`config.mk`:
```
export PLATFORM = sky130hd
export DESIGN_NAME = seg7_scan_ctrl
export DESIGN_NICKNAME = d
export VERILOG_FILES = /design/src/rtl/seg7_pkg.sv /design/src/rtl/seg7_hex_decode.sv /design/src/rtl/seg7_scan_ctrl.sv
export SDC_FILE = /design/constraint.sdc
export NUM_CORES = 1
export LEC_CHECK = 0
export ABC_AREA = 1
export BUFFER_PORTS_ARGS = -buffer_cell sky130_fd_sc_hd__buf_2
export CORE_MARGIN = 2
export CORE_UTILIZATION = 45
export CTS_BUF_LIST = sky130_fd_sc_hd__clkbuf_4 sky130_fd_sc_hd__clkbuf_8
export DETAILED_ROUTE_END_ITERATION = 10
export HOLD_SLACK_MARGIN = 0.02
export PLACE_DENSITY = 0.76
export SYNTH_ARGS = -nofsm -noshare
export SYNTH_HDL_FRONTEND = slang
export SYNTH_SLANG_ARGS = --single-unit
```
`constraint.sdc`:
```
create_clock -name clk -period 2.3 [get_ports clk]
set_input_delay 0.46 -clock clk [delete_from_list [all_inputs] [get_ports clk]]
set_output_delay 0.46 -clock clk [all_outputs]
set_load 0.03 [all_outputs]
```
`src/rtl/seg7_pkg.sv`:
```
// ============================================================================
// Module  : seg7_pkg
// Brief   : Shared types, constants and hex decode for the 7-segment scanner.
// Revision: 1.0 - initial release
// ============================================================================
`default_nettype none

package seg7_pkg;

  localparam int NUM_DIGITS = 8;

  typedef logic [6:0] seg_t;

  localparam seg_t                  SEG_OFF = 7'h7F;
  localparam logic [NUM_DIGITS-1:0] AN_OFF  = 8'hFF;

  // Segment order is {a,b,c,d,e,f,g}, active-low.
  function automatic seg_t hex_to_seg(input logic [3:0] nib);
    seg_t s;
    case (nib)
      4'h0:    s = 7'b0000001;
      4'h1:    s = 7'b1001111;
      4'h2:    s = 7'b0010010;
      4'h3:    s = 7'b0000110;
      4'h4:    s = 7'b1001100;
      4'h5:    s = 7'b0100100;
      4'h6:    s = 7'b0100000;
      4'h7:    s = 7'b0001111;
      4'h8:    s = 7'b0000000;
      4'h9:    s = 7'b0000100;
      4'hA:    s = 7'b0001000;
      4'hB:    s = 7'b1100000;
      4'hC:    s = 7'b0110001;
      4'hD:    s = 7'b1000010;
      4'hE:    s = 7'b0110000;
      default: s = 7'b0111000;
    endcase
    return s;
  endfunction

endpackage

`default_nettype wire

```
`src/rtl/seg7_hex_decode.sv`:
```
// ============================================================================
// Module  : seg7_hex_decode
// Brief   : Combinational nibble to active-low segment pattern.
// Revision: 1.0 - initial release
// ============================================================================
`default_nettype none

module seg7_hex_decode
  import seg7_pkg::*;
(
  input  logic [3:0] nibble,
  output seg_t       seg
);

  assign seg = hex_to_seg(nibble);

endmodule

`default_nettype wire

```
`src/rtl/seg7_scan_ctrl.sv`:
```
// ============================================================================
// Module  : seg7_scan_ctrl
// Brief   : 8-digit multiplexed 7-segment scanner with frame-aligned updates.
// Revision: 1.0 - initial release
// ============================================================================
`default_nettype none

module seg7_scan_ctrl
  import seg7_pkg::*;
#(
  parameter int REFRESH_DIV = 100000
) (
  input  logic                  clk,
  input  logic                  rst,
  input  logic                  load,
  input  logic [31:0]           value,
  output logic                  ready,
  input  logic                  blank_lz,
  input  logic [NUM_DIGITS-1:0] digit_en,
  output seg_t                  seg,
  output logic [NUM_DIGITS-1:0] an
);

  localparam int               DIV_W    = $clog2(REFRESH_DIV);
  localparam logic [DIV_W-1:0] DIV_LAST = DIV_W'(REFRESH_DIV - 1);

  logic [DIV_W-1:0]      div_cnt_q, div_cnt_d;
  logic [2:0]            idx_q, idx_d;
  logic [31:0]           disp_val_q, disp_val_d;
  logic [31:0]           pend_val_q, pend_val_d;
  logic                  pending_q, pending_d;
  logic [NUM_DIGITS-1:0] an_q, an_d;
  seg_t                  seg_q, seg_d;

  logic                  w_tick;
  logic                  w_frame_end;
  logic [3:0]            w_nibble;
  logic [31:0]           w_upper;
  logic                  w_visible;
  seg_t                  w_dec_seg;

  seg7_hex_decode u_dec (
    .nibble (w_nibble),
    .seg    (w_dec_seg)
  );

  always_comb begin
    w_tick      = (div_cnt_q == DIV_LAST);
    w_frame_end = w_tick && (idx_q == 3'd7);
    div_cnt_d   = w_tick ? '0 : div_cnt_q + DIV_W'(1);
    idx_d       = w_tick ? idx_q + 3'd1 : idx_q;

    // A digit is a leading zero when it and every higher nibble are zero.
    w_nibble    = disp_val_q[{idx_q, 2'b00} +: 4];
    w_upper     = disp_val_q >> {idx_q, 2'b00};
    w_visible   = digit_en[idx_q] &&
                  !(blank_lz && (idx_q != 3'd0) && (w_upper == 32'd0));

    an_d        = w_visible ? ~(8'b1 << idx_q) : AN_OFF;
    seg_d       = w_visible ? w_dec_seg : SEG_OFF;

    disp_val_d  = disp_val_q;
    pend_val_d  = pend_val_q;
    pending_d   = pending_q;
    if (w_frame_end && pending_q) begin
      disp_val_d = pend_val_q;
      pending_d  = 1'b0;
    end else if (load && !pending_q) begin
      pend_val_d = value;
      pending_d  = 1'b1;
    end
  end

  always_ff @(posedge clk) begin
    if (rst) begin
      div_cnt_q  <= '0;
      idx_q      <= 3'd0;
      disp_val_q <= 32'd0;
      pend_val_q <= 32'd0;
      pending_q  <= 1'b0;
      an_q       <= AN_OFF;
      seg_q      <= SEG_OFF;
    end else begin
      div_cnt_q  <= div_cnt_d;
      idx_q      <= idx_d;
      disp_val_q <= disp_val_d;
      pend_val_q <= pend_val_d;
      pending_q  <= pending_d;
      an_q       <= an_d;
      seg_q      <= seg_d;
    end
  end

  assign ready = ~pending_q;
  assign an    = an_q;
  assign seg   = seg_q;

endmodule

`default_nettype wire

```
==> results.json, run 1 <==
{
  "syn-cell-area_um2": 4916,
  "setup-violations-final": 0,
  "synth_ff_type": "dfxtp_1",
  "design.die.area_um2": 11780,
  "num_vias": 4473,
  "route.detailed.vias_per_inst": 4.959,
  "grt_antenna_before_repair": 0,
  "fmax_mhz": 491.9,
  "ant_nets": 0,
  "final-hold-violation-count": 0,
  "critical_path.endpoint": "seg[3]",
  "worstMarginPinSlew_ns": 0.9639,
  "area_growth_pct": 12.52,
  "critPathMaxFanout": 17,
  "min_path_type": "input pin to register",
  "power.density_cell_area_nw_per_um2": 589.0,
  "synth-edff-count": 0,
  "worst_r2r_endpoint": "seg[3]",
  "leakage_power_nw": 2.548,
  "worstSetupStartpointType": "register",
  "initial_core_util_pct": 45.75,
  "wire_per_inst_um": 11.90,
  "mappedNetlistNets": 761,
  "postSynthAreaPerCell_um2": 6.973,
  "synth.distinct_cells": 40,
  "post-dp-hpwl_mm": 7.600,
  "synth.ff_latch_count": 100,
  "setup_slack_ns": 0.2671,
  "drc": 0,
  "register_to_register_setup_slack_ns": 0.27,
  "final_layout_size_suffix_gt1_share_pct": 16.93,
  "worstSetupStartpoint": "idx_q[0]",
  "clock-root-buffer": "clkbuf_8",
  "finalNetCount": 813,
  "required_ns": 2.60,
  "drtIter0Drc": 199,
  "finalCritPeriodShare_pct": 88.39,
  "htreeDepth": 3,
  "crit_arrival_ns": 2.34,
  "worst_setup_path_end_kind": "register",
  "worst_r2r_startpoint": "idx_q[0]",
  "timing_worst_setup_path_type": "register to register",
  "synth_cells": 705,
  "first_pass_iters": 5,
  "gr-usage-all-layers_pct": 19.27,
  "io_pins": 60,
  "power.ir.vdd_worst_mv": 0.3493,
  "mostFrequentLayoutCells": "nor2_1 (181), nand2_1 (144), dfxtp_1 (99)",
  "yosys_warnings": 0,
  "grt_overflow_total": 0,
  "fp-row-count": 38,
  "drt_wl_total_mm": 10.74,
  "post_cts_buffers": 0,
  "grt_pass1_wl_mm": 18.44,
  "fin_tns_setup_ns": 0,
  "synth-seq-area-share_pct": 40.72,
  "n_antenna_cell": 0,
  "most_common_cell_after_layout_fill_and_taps_aside": "nor2_1",
  "via_count_of_the_first_global_routing_pass": 4145,
  "period_minus_slack_ns": 2.033,
  "setup_repair_after_global_routing_missed_its_margin": "no",
  "finClkSkew_ns": 0.007391,
  "detailedPlace.worstSlack_ns": 0.1524,
  "number_of_buffers_added_by_the_clock_tree_synthesis_step": 9,
  "maxCapViolations": 0,
  "numClockSinks": 100,
  "maxSlewViolCount": 0,
  "asyncSetResetFlopFracSynth_pct": 0,
  "die_w_um": 108.5,
  "clk_pin_slew_worst_paths_ns": 0.10,
  "cts_max_path_buffers": 2,
  "result_of_the_run": "completed",
  "weighted_congestion_reported_at_the_end_of_routability_driven_placement": 0.8949,
  "core_area_um2": 10750,
  "timing.slew.headroom_pct": 35.67,
  "largest_net_degree_at_the_start_of_global_routing": 66,
  "clkLatencyLatePin_ns": 0.36,
  "worstRegToRegCells": 14,
  "die_height_um": 108.5,
  "nFillCells": 1119,
  "cts_tree": "yes",
  "port_buffers": 59
}
==> where the power goes <==
part | total (mW) | switching, mW | internal (mW) | leakage (nW)
Combinational | 0.203 | 0.122 | 0.0810 | 1.62
Sequential | 1.82 | 0.0276 | 1.79 | 0.817
Clock | 1.24 | 0.609 | 0.628 | 0.114
Total | 3.26 | 0.759 | 2.50 | 2.55
==> cell families after synthesis <==
kind of cell               after synthesis  share of synthesized area [%]
and+or+nand+nor                        412                          36.19
AOI/OAI and AO/OA                       97                          10.89
xor gates and xnor gates                 5                         0.8910
DFF                                    100                          40.72
buffers and inverters                   79                          8.246
adders and majority gates               12                          3.054
==> sequential cells by signal, indices dropped and copies added (netlist names) <==
signal      cells
disp_val_q     32
an              8
div_cnt_q      17
pending_q       1
idx_q           3
pend_val_q     32
seg             7
==> layout make-up <==
class | instances | area [um2] | share of cell area, %
multi-input cells | 527 | 2529 | 45.71
flip-flops and latches | 100 | 2003 | 36.21
inverters | 43 | 168.9 | 3.054
well taps | 140 | 175.2 | 3.167
repair inverters | 1 | 5.005 | 0.09048
clock buffers | 10 | 131.4 | 2.375
clock inverters | 6 | 87.58 | 1.583
repair buffers | 75 | 431.7 | 7.804
==> per-stage QoR <==
stage	std cells	hold slack, ns	total power, mW	cell area, um2	util [%]
finish	902	0.3023	3.258	5532	51.48
floorplan	705	0.4175	1.987	4916	-
global route	902	0.3003	3.385	5532	51.48
global placement	884	0.4310	2.059	5283	49.16
detailed placement	884	0.4388	2.064	5283	49.16
CTS	900	0.2946	3.286	5502	51.20
==> layer usage <==
layer | vias up | track usage (%) | part of all wire, % | wire length (um)
met5 | - | 0 | 0 | 0
met4 | 0 | 5.037 | 1.4 | 155
met3 | 13 | 4.159 | 5.1 | 553
met2 | 98 | 31.74 | 45 | 4803
met1 | 2006 | 25.58 | 49 | 5224
li1 | 2356 | - | - | -
==> critical path: stages (launching register included) <==
cell     delay, ns
dfxtp_2       0.42
buf_6         0.20
nand2_1       0.08
nand2_1       0.08
nand2_1       0.06
nand3_1       0.08
nand2_1       0.07
inv_1         0.08
ha_1          0.16
nand3_1       0.08
a21oi_1       0.15
nand2_2       0.08
nor2_4        0.17
nand3_4       0.15
nand3_1       0.10
==> synth_stat cells (all sizes together) (3+ instances only) <==
cell type / instances / area, um2
ha: 12 / 150.1
inv: 43 / 168.9
dfxtp: 100 / 2002
nor2: 184 / 713.2
clkbuf: 15 / 57.55
nand2: 150 / 575.6
xor2: 3 / 26.28
nand4: 3 / 18.77
nor3: 6 / 35.03
o21ai: 77 / 404.1
buf: 21 / 178.9
nand3: 63 / 382.9
a21oi: 11 / 55.05
==> worst min-delay path by stage <==
stage,start,to,depth (start not counted)
detailed placement,div_cnt_q[0],div_cnt_q[0],1
global route,rst,idx_q[1],2
floorplan,div_cnt_q[0],div_cnt_q[0],1
global placement,div_cnt_q[0],div_cnt_q[0],1
CTS,rst,pending_q,2
finish,rst,idx_q[1],2
==> repair_timing <==
item	4_1_cts	5_1_grt
resized for setup	0	5
hold buffers	0	0
endpoints found under the setup margin	0	15
Note: power is estimated with default switching activity, not from simulation.
==> run 2, diff against run 1 <==
Settings changed: ABC_AREA 1 to 0, ABC_CLOCK_PERIOD_IN_PS set to 2300, PLACE_DENSITY 0.76 to 0.77.
==> run 2 against run 1 <==
Net effect:
- clock skew up 0.0098 ns
- sequential share of layout area up 3.1 points
- wire length down 11%
- cell count shrank 20%
- register-to-register slack worse by 0.22 ns
- global-route usage decreased by 0.36 points
==> results.json, run 2 <==
{
  "result_of_the_run": "completed",
  "period_minus_slack_ns": 2.253,
  "mappedNetlistNets": 585,
  "nFillCells": 889,
  "final_layout_size_suffix_gt1_share_pct": 19.90,
  "switching_power_share_of_the_total_pct": 25.15,
  "most_common_cell_after_layout_fill_and_taps_aside": "nand2_1",
  "cellInternalPower_mw": 2.284,
  "cts_max_path_buffers": 2,
  "clkLatencyLatePin_ns": 0.38,
  "finalCritPeriodShare_pct": 97.98,
  "maxCapViolations": 0,
  "route.detailed.vias_per_inst": 5.191,
  "ant_nets": 0,
  "setup-violations-final": 0,
  "worst_r2r_startpoint": "idx_q[0]",
  "num_vias": 3769,
  "register_to_register_setup_slack_ns": 0.05,
  "power.ir.vdd_worst_mv": 0.3151,
  "worstSetupStartpointType": "register",
  "grt_antenna_before_repair": 0,
  "largest_registers": "disp_val_q (32), pend_val_q (32), div_cnt_q (17)",
  "worst_r2r_endpoint": "seg[2]",
  "final_util_pct": 53.27,
  "die_w_um": 102.7,
  "worstRegToRegCells": 9,
  "crit_arrival_ns": 2.54,
  "initial_core_util_pct": 45.71,
  "worst_setup_path_end_kind": "register",
  "htreeDepth": 3,
  "first_pass_iters": 5,
  "cell_with_the_largest_stage_delay_on_the_worst_path": "mux4_2",
  "cp_cell_sequence": "mux4_2 > mux2_4 > inv_4 > ha_4 > nand2_2 > a221oi_2 > and4_4 > o22ai_4 > o211ai_1",
  "drtIter0Drc": 280,
  "holdPathStages": 3,
  "synth_top_cells_by_area": "dfxtp_1 (46%), nand2_1 (13%), a21oi_1 (7.9%)",
  "area_growth_pct": 16.55,
  "post_layout_nonfiller_instances": 726,
  "grt_overflow_total": 0,
  "asyncSetResetFlopFracSynth_pct": 0,
  "post-dp-hpwl_mm": 6.825,
  "number_of_buffers_added_by_the_clock_tree_synthesis_step": 9,
  "min_path_type": "input pin to register",
  "port_buffers": 59,
  "synth_commonest_cells": "nand2_1 (157), dfxtp_1 (100), a21oi_1 (69)",
  "fmax_mhz": 443.8,
  "finalNetCount": 644,
  "cp_slowest_stage_delay_ns": 0.53,
  "synth-edff-count": 0,
  "clk_pin_slew_worst_paths_ns": 0.11,
  "cts_tree": "yes",
  "clock-root-buffer": "clkbuf_8",
  "gr-usage-all-layers_pct": 18.91,
  "largest_net_degree_at_the_start_of_global_routing": 56,
  "critPathMaxFanout": 6,
  "die_height_um": 102.7,
  "design.die.area_um2": 10550,
  "clock_power_share_pct": 35.3,
  "total_switching_power_uw": 767.4,
  "wire_per_inst_um": 13.12,
  "finClkSkew_ns": 0.01720,
  "mostFrequentLayoutCells": "nand2_1 (156), dfxtp_1 (98), a21oi_1 (69)",
  "via_count_of_the_first_global_routing_pass": 3527,
  "final-hold-violation-count": 0,
  "synth_ff_type": "dfxtp_1",
  "syn-cell-area_um2": 4385,
  "drc": 0,
  "timing.slew.headroom_pct": 25.80,
  "synth-seq-area-share_pct": 45.65,
  "synth.distinct_cells": 49,
  "fp-row-count": 36,
  "drt_wl_total_mm": 9.523,
  "synth.ff_latch_count": 100,
  "grt_pass1_wl_mm": 15.92,
  "weighted_congestion_reported_at_the_end_of_routability_driven_placement": 0.9426,
  "yosys.area.top_type": "dfxtp_1",
  "worstHoldEndpoint": "pend_val_q[10]",
  "maxSlewViolCount": 0,
  "leakage_power_nw": 1.932,
  "required_ns": 2.59,
  "detailedPlace.worstSlack_ns": -0.04556,
  "holdCritStartpoint": "value[10]",
  "synthDominantCellAreaShare_pct": 45.65,
  "worstMarginPinSlew_ns": 1.108,
  "yosys.cell_count.top_type": "nand2_1",
  "synth_cells": 529,
  "share_comb_of_total_power_pct": 5.8,
  "io_pins": 60,
  "setup_repair_after_global_routing_missed_its_margin": "yes",
  "place_inst": 703,
  "n_antenna_cell": 0,
  "postSynthAreaPerCell_um2": 8.290,
  "numClockSinks": 100,
  "power.density_cell_area_nw_per_um2": 597.0,
  "timing_worst_setup_path_type": "register to register",
  "yosys_warnings": 0,
  "setup_slack_ns": 0.04657,
  "core_area_um2": 9594,
  "portion_of_total_power_attributed_to_sequential_cells_pct": 58.9
}
[run 2: changes by cell type in the layout (fill, tap and decap cells not counted), sizes merged, moves of 5 or more]
cell and delta:
nor2 -143, o21ai -73, a21oi +58, nand3 -50
inv -30, mux4 +10, nor3 +9, xor2 +8
nand2 +7, mux2i +5
[run 2: how the worst max path moves through the flow]
stage | startpoint | endpoint
6_report | idx_q[0] | seg[2]
5_1_grt | idx_q[0] | seg[2]
4_1_cts | idx_q[0] | seg[0]
3_5_place_dp | idx_q[0] | seg[2]
3_3_place_gp | idx_q[0] | seg[2]
2_1_floorplan | idx_q[0] | seg[2]
[run 2: kinds of logic after synthesis]
kind of cell	count (synthesis)	share of synthesized area (%)
xor gates and xnor gates	16	3.195
buffers and inverters	41	4.137
and+or+nand+nor	254	24.68
adders and majority gates	12	3.424
AOI/OAI and AO/OA	90	11.67
muxes	16	7.247
DFF	100	45.65
[run 2: per-stage QoR]
stage               instance area (um2)  setup TNS [ns]  hold slack (ns)  power [mW]
floorplan                          4420        -0.03432           0.4260       1.946
global placement                   4845               0           0.4367       2.007
detailed placement                 4845        -0.09539           0.4488       2.016
CTS                                5052               0           0.2928       3.080
global route                       5111         -0.1323           0.2825       3.184
finish                             5111               0           0.3035       3.051
[run 2: cell type report]
| type | instances | area, um2 | share of cell area, % |
|---|---|---|---|
| well taps | 133 | 166.4 | 3.256 |
| repair buffers | 78 | 454.2 | 8.886 |
| clock buffers | 10 | 137.6 | 2.693 |
| clock inverters | 6 | 53.80 | 1.053 |
| flip-flops and latches | 100 | 2007 | 39.27 |
| inverters | 10 | 40.04 | 0.7834 |
| multi-input cells | 389 | 2252 | 44.06 |
[run 2: worst max-delay path, delay by kind of cell (launching register included)]
family	cells	cell delay, ns
mux	2	0.85
buf+inv	1	0.08
compound gates	3	0.37
simple gates	2	0.33
fa+ha+maj	1	0.13
flops	1	0.42
[run 2: routing by layer]
metal,wire length [um],vias to the layer above,global-route usage (%)
li1,-,1911,-
met1,4295,1728,24.44
met2,4454,116,30.97
met3,582,14,4.814
met4,190,0,6.359
met5,0,-,0
[run 2: timing repair]
item,in CTS,in global routing
endpoints found under the setup margin,9,14
gates cloned,0,1
setup buffers,2,4
pin swaps,0,3
hold buffers,0,0
resized for setup,3,4
[run 2: power by group through the flow]
stage                     Combinational [mW]  Sequential (mW)  Clock (mW)
after floorplan                        0.101             1.85           0
after global placement                 0.169             1.84           0
after detailed placement               0.176             1.84           0
after CTS                              0.177             1.80        1.10
after global routing                   0.199             1.80        1.18
final                                  0.176             1.80        1.08
